$ cat src/rtl/audio_src_fade_switch.sv
// audio_src_fade_switch: click-free NUM_SRC-way PCM source selector with linear fade-out/fade-in
module audio_src_fade_switch #(
  parameter int NUM_SRC = 4,
  parameter int DATA_W = 16,
  parameter int RAMP_SHIFT = 6,
  localparam int SEL_W = $clog2(NUM_SRC)
) (
  input  logic                      clk,
  input  logic                      rst,
  input  logic [NUM_SRC*DATA_W-1:0] src_data,
  input  logic                      in_valid,
  input  logic [SEL_W-1:0]          sel,
  output logic [DATA_W-1:0]         out_data,
  output logic                      out_valid,
  output logic [SEL_W-1:0]          active_sel,
  output logic                      busy
);
  localparam int PW = DATA_W + RAMP_SHIFT + 1;
  localparam logic [RAMP_SHIFT:0] FULL = {1'b1, {RAMP_SHIFT{1'b0}}};
  typedef enum logic [1:0] {PLAY, FADE_OUT, FADE_IN} state_t;
  state_t state, state_n;
  logic [RAMP_SHIFT:0] g, g_n;
  logic [SEL_W-1:0] tgt, tgt_n, act_n;
  logic signed [DATA_W-1:0] s;
  logic signed [PW-1:0] s_ext, g_ext;
  logic sel_ok, req;
  assign busy = state != PLAY;
  always_comb begin
    s = src_data[active_sel*DATA_W +: DATA_W];
    s_ext = {{(RAMP_SHIFT+1){s[DATA_W-1]}}, s};
    g_ext = {{DATA_W{1'b0}}, g};
    sel_ok = 32'(sel) < NUM_SRC;
    req = sel_ok && sel != active_sel;
    state_n = state;
    g_n = g;
    tgt_n = tgt;
    act_n = active_sel;
    case (state)
      PLAY: begin
        if (req) begin
          state_n = FADE_OUT;
          tgt_n = sel;
          g_n = g - 1'b1;
        end
      end
      FADE_OUT: begin
        tgt_n = req ? sel : tgt;
        // a request for the still-routed source reverses the ramp in place
        if (sel_ok && sel == active_sel) begin
          state_n = FADE_IN;
          g_n = g + 1'b1;
        end else if (g == '0) begin
          act_n = tgt_n;
          state_n = FADE_IN;
          g_n = 1;
        end else g_n = g - 1'b1;
      end
      FADE_IN: begin
        if (req) begin
          tgt_n = sel;
          // already silent: switch on the spot instead of fading below zero
          if (g == '0) begin
            act_n = sel;
            g_n = 1;
          end else begin
            state_n = FADE_OUT;
            g_n = g - 1'b1;
          end
        end else if (g == FULL) state_n = PLAY;
        else g_n = g + 1'b1;
      end
      default: state_n = FADE_IN;
    endcase
  end
  always_ff @(posedge clk or posedge rst) begin
    if (rst) begin
      state <= FADE_IN;
      g <= '0;
      tgt <= '0;
      active_sel <= '0;
      out_data <= '0;
      out_valid <= 1'b0;
    end else begin
      out_valid <= in_valid;
      if (in_valid) begin
        out_data <= DATA_W'((s_ext * g_ext) >>> RAMP_SHIFT);
        state <= state_n;
        g <= g_n;
        tgt <= tgt_n;
        active_sel <= act_n;
      end
    end
  end
endmodule

$ cat config.mk
export PLATFORM = sky130hd
export DESIGN_NAME = audio_src_fade_switch
export DESIGN_NICKNAME = d
export VERILOG_FILES = /design/src/rtl/audio_src_fade_switch.sv
export SDC_FILE = /design/constraint.sdc
export NUM_CORES = 1
export LEC_CHECK = 0
export CAP_MARGIN = 20
export CORE_UTILIZATION = 50
export DETAILED_ROUTE_END_ITERATION = 10
export HOLD_SLACK_MARGIN = 0.1
export MAX_ROUTING_LAYER = met4
export PLACE_DENSITY = 0.75
export SLEW_MARGIN = 30
export SYNTH_ARGS = -nofsm -noshare
export SYNTH_HDL_FRONTEND = slang
export SYNTH_SLANG_ARGS = --single-unit
$ cat constraint.sdc
create_clock -name clk -period 6.6 [get_ports clk]
set_input_delay 1.32 -clock clk [delete_from_list [all_inputs] [get_ports clk]]
set_output_delay 1.32 -clock clk [all_outputs]
set_load 0.005 [all_outputs]
==> flow_metrics.py <==
metrics = {
    "status": {
        "status": "finished, final reports clean",
    },
    "synthesis": {
        "synth_edf_count": 0,
        "yosys-top-cells-area": "fa_1 29%, dfrtp_1 12%, ha_1 11%",
        "netlist.top_cell.by_area": "fa_1",
        "yosysWarnings": 0,
        "netlist_area_sq_mm": 0.00554,
        "synth.distinct_cells": 58,
        "synth_cells": 589,
        "netlist.area_leader.share_pct": 28.9,
        "syn_nets": 785,
        "synth-seq-cells": 28,
        "seq_area_frac_synth_pct": 12.7,
        "postSynthAreaPerCell_sq_um": 9.40,
        "synth_top_flop_cell": "dfrtp_1",
        "async_reset_ff_share_pct": 100,
    },
    "grt": {
        "grt_usage_pct": 26.6,
        "grt_pass1_wl_microns": 23300,
        "grt_pass1_vias": 4933,
        "antenna_found_initial": 0,
        "grtUsageMet2_pct": 47.2,
        "grt_overflow": 0,
        "grt_use_met1_pct": 32.9,
        "top_usage_layer": "met2",
        "use_met3_pct": 3.40,
        "grt_start_max_net_pins": 29,
    },
    "sta": {
        "hold_viol_final": 0,
        "fin_ws_ns": 0.239,
        "fin_hold_ws_ns": 0.509,
        "period_needed_ns": 6.36,
        "rsz0062_at_grt": "false",
        "slew_viol_final": 0,
        "tightest_slew_ns": 0.885,
        "skew_ns": 0.00777,
        "max_freq_mhz": 157,
        "timing.final.crit_share_pct": 96.4,
        "finalSetupViolCount": 0,
        "slew_headroom_pct": 40.8,
    },
    "finish": {
        "final_common_cell": "inv_1",
        "final_util_pct": 61.6,
        "final_cell_mix": "117 x inv_1, 88 x clkdlybuf4s50_1, 80 x and2_1, 80 x fa_1, 47 x ha_1",
        "diodes": 0,
        "drive_gt1_share_pct": 7.65,
        "final_nets": 864,
        "area_growth_pct": 20.0,
    },
    "worst_setup_path": {
        "crit_path_end_kind": "register",
        "r2r-end": "out_data[12]$_DFFE_PP0P_",
        "r2r_slack_ns": 0.64,
        "required_ns": 6.78,
        "crit_fanout": 7,
        "r2r_start": "active_sel[0]$_DFFE_PP0P_",
        "endpoint": "out_data[12]$_DFFE_PP0P_",
        "path_class": "input pin to register",
        "rr_worst_depth": 17,
        "arrival_ns": 6.54,
        "cp-startpoint": "src_data[36]",
        "startpoint_type": "input pin",
    },
    "routing": {
        "drcViolationCount": 0,
        "detail-route-antenna-nets": 0,
        "vias": 4368,
        "totalWireLength_microns": 13000,
        "via_per_inst": 5.41,
        "first_iter_violations": 217,
        "wl_per_cell_microns": 16.1,
        "drtPass1Iterations": 4,
    },
    "die": {
        "num_rows": 38,
        "die_y_microns": 107,
        "initial_utilization_pct": 51.3,
        "io_pins": 89,
        "dieArea_sq_mm": 0.0115,
        "placeableCoreArea_sq_mm": 0.0108,
        "die_w_microns": 107,
    },
    "clocking": {
        "htreeDepth": 1,
        "cts_setup_buffers": 0,
        "cts_buffer_depth": 2,
        "clock-root-buffer": "clkbuf_8",
        "clk_pin_slew_ns": 0.11,
        "cts_buffers": 3,
        "insertion_delay_ns": 0.28,
        "cts_tree": "done",
        "ctsHoldBuffers": 0,
        "cts.sinks": 28,
    },
    "place": {
        "io_buffers": 88,
        "dp_slack_ns": -0.0483,
        "post-dp-hpwl_microns": 10500,
        "place_congestion": 0.885,
    },
    "flow_run": {
        "drv_cap": 0,
    },
    "min_path": {
        "min_path_type": "register to register",
    },
}
-- cell usage after synthesis (4+ instances only) --
master,n
dfrtp_1,27
o21ai_0,19
a21oi_1,19
fa_1,80
or3_1,5
a21o_1,4
inv_1,118
ha_1,47
nand2_1,46
nor2b_1,6
mux4_2,16
mux2_2,11
nor2_1,10
nand3_1,6
xor2_1,6
xnor2_1,13
clkbuf_1,19
and2_1,80
-- worst min path at each step --
stage / startpoint / end / slack, ns / cells after the start
4_1_cts: out_data[11]$_DFFE_PP0P_ / out_data[11]$_DFFE_PP0P_ / 0.51 / 1
3_3_place_gp: out_data[11]$_DFFE_PP0P_ / out_data[11]$_DFFE_PP0P_ / 0.47 / 1
6_report: out_data[11]$_DFFE_PP0P_ / out_data[11]$_DFFE_PP0P_ / 0.51 / 1
2_1_floorplan: out_data[9]$_DFFE_PP0P_ / out_data[9]$_DFFE_PP0P_ / 0.47 / 2
3_5_place_dp: out_data[11]$_DFFE_PP0P_ / out_data[11]$_DFFE_PP0P_ / 0.48 / 1
5_1_grt: out_data[1]$_DFFE_PP0P_ / out_data[1]$_DFFE_PP0P_ / 0.54 / 1
-- critical path, cell delays in order --
cell and delay, ns:
clkdlybuf4s50_1 0.40, mux4_2 0.53, and2_1 0.21, fa_1 0.55, fa_1 0.44, fa_1 0.55
inv_1 0.05, fa_1 0.53, inv_1 0.04, ha_1 0.29, o21ai_0 0.30, nand2_1 0.14
a22oi_4 0.23, nor3_4 0.09, o31a_1 0.34, or3_1 0.31, a31o_1 0.21
-- cells by family (layout without fill, tap and decap cells) --
family	after synthesis	after routing	synth area share (%)
flops	28	28	12.7
buf+inv	141	219	9.72
xor+xnor	19	19	3.01
mux	28	28	8.93
fa+ha+maj	127	127	39.5
simple gates	172	172	17.0
compound gates	74	74	9.11
-- flip-flops by register name (all words and copies together) (netlist names) --
signal,cells
out_data,16
g,7
active_sel,2
state,2
out_valid,1
-- area by class of cell --
cell class,instances,area [sq um]
Multi-Input combinational cell,420,4310
Inverter,119,447
Clock inverter,1,30.0
Clock buffer,3,41.3
Fill cell,927,4150
Tap cell,140,175
Sequential cell,28,702
Timing Repair Buffer,96,941
-- per-stage QoR --
| step | setup TNS (ns) | instance area (sq um) | instances |
|---|---|---|---|
| global route | 0 | 6640 | 807 |
| floorplan | 0 | 5540 | 589 |
| global placement | 0 | 6560 | 803 |
| detailed placement | -0.0960 | 6560 | 803 |
| finish | 0 | 6640 | 807 |
| CTS | 0 | 6630 | 807 |
-- routing by layer --
layer	wire length (microns)	up-vias
met3	591	16
met2	6730	108
li1	-	2047
met5	0	-
met1	5470	2197
met4	237	0
-- timing repair --
action,4_1_cts,5_1_grt
resized for setup,0,3
hold endpoints to repair,0,0
setup endpoints to repair,0,2
Power is not shown: default switching activity piles up to over one toggle a cycle in this logic, so the estimate is an artifact.
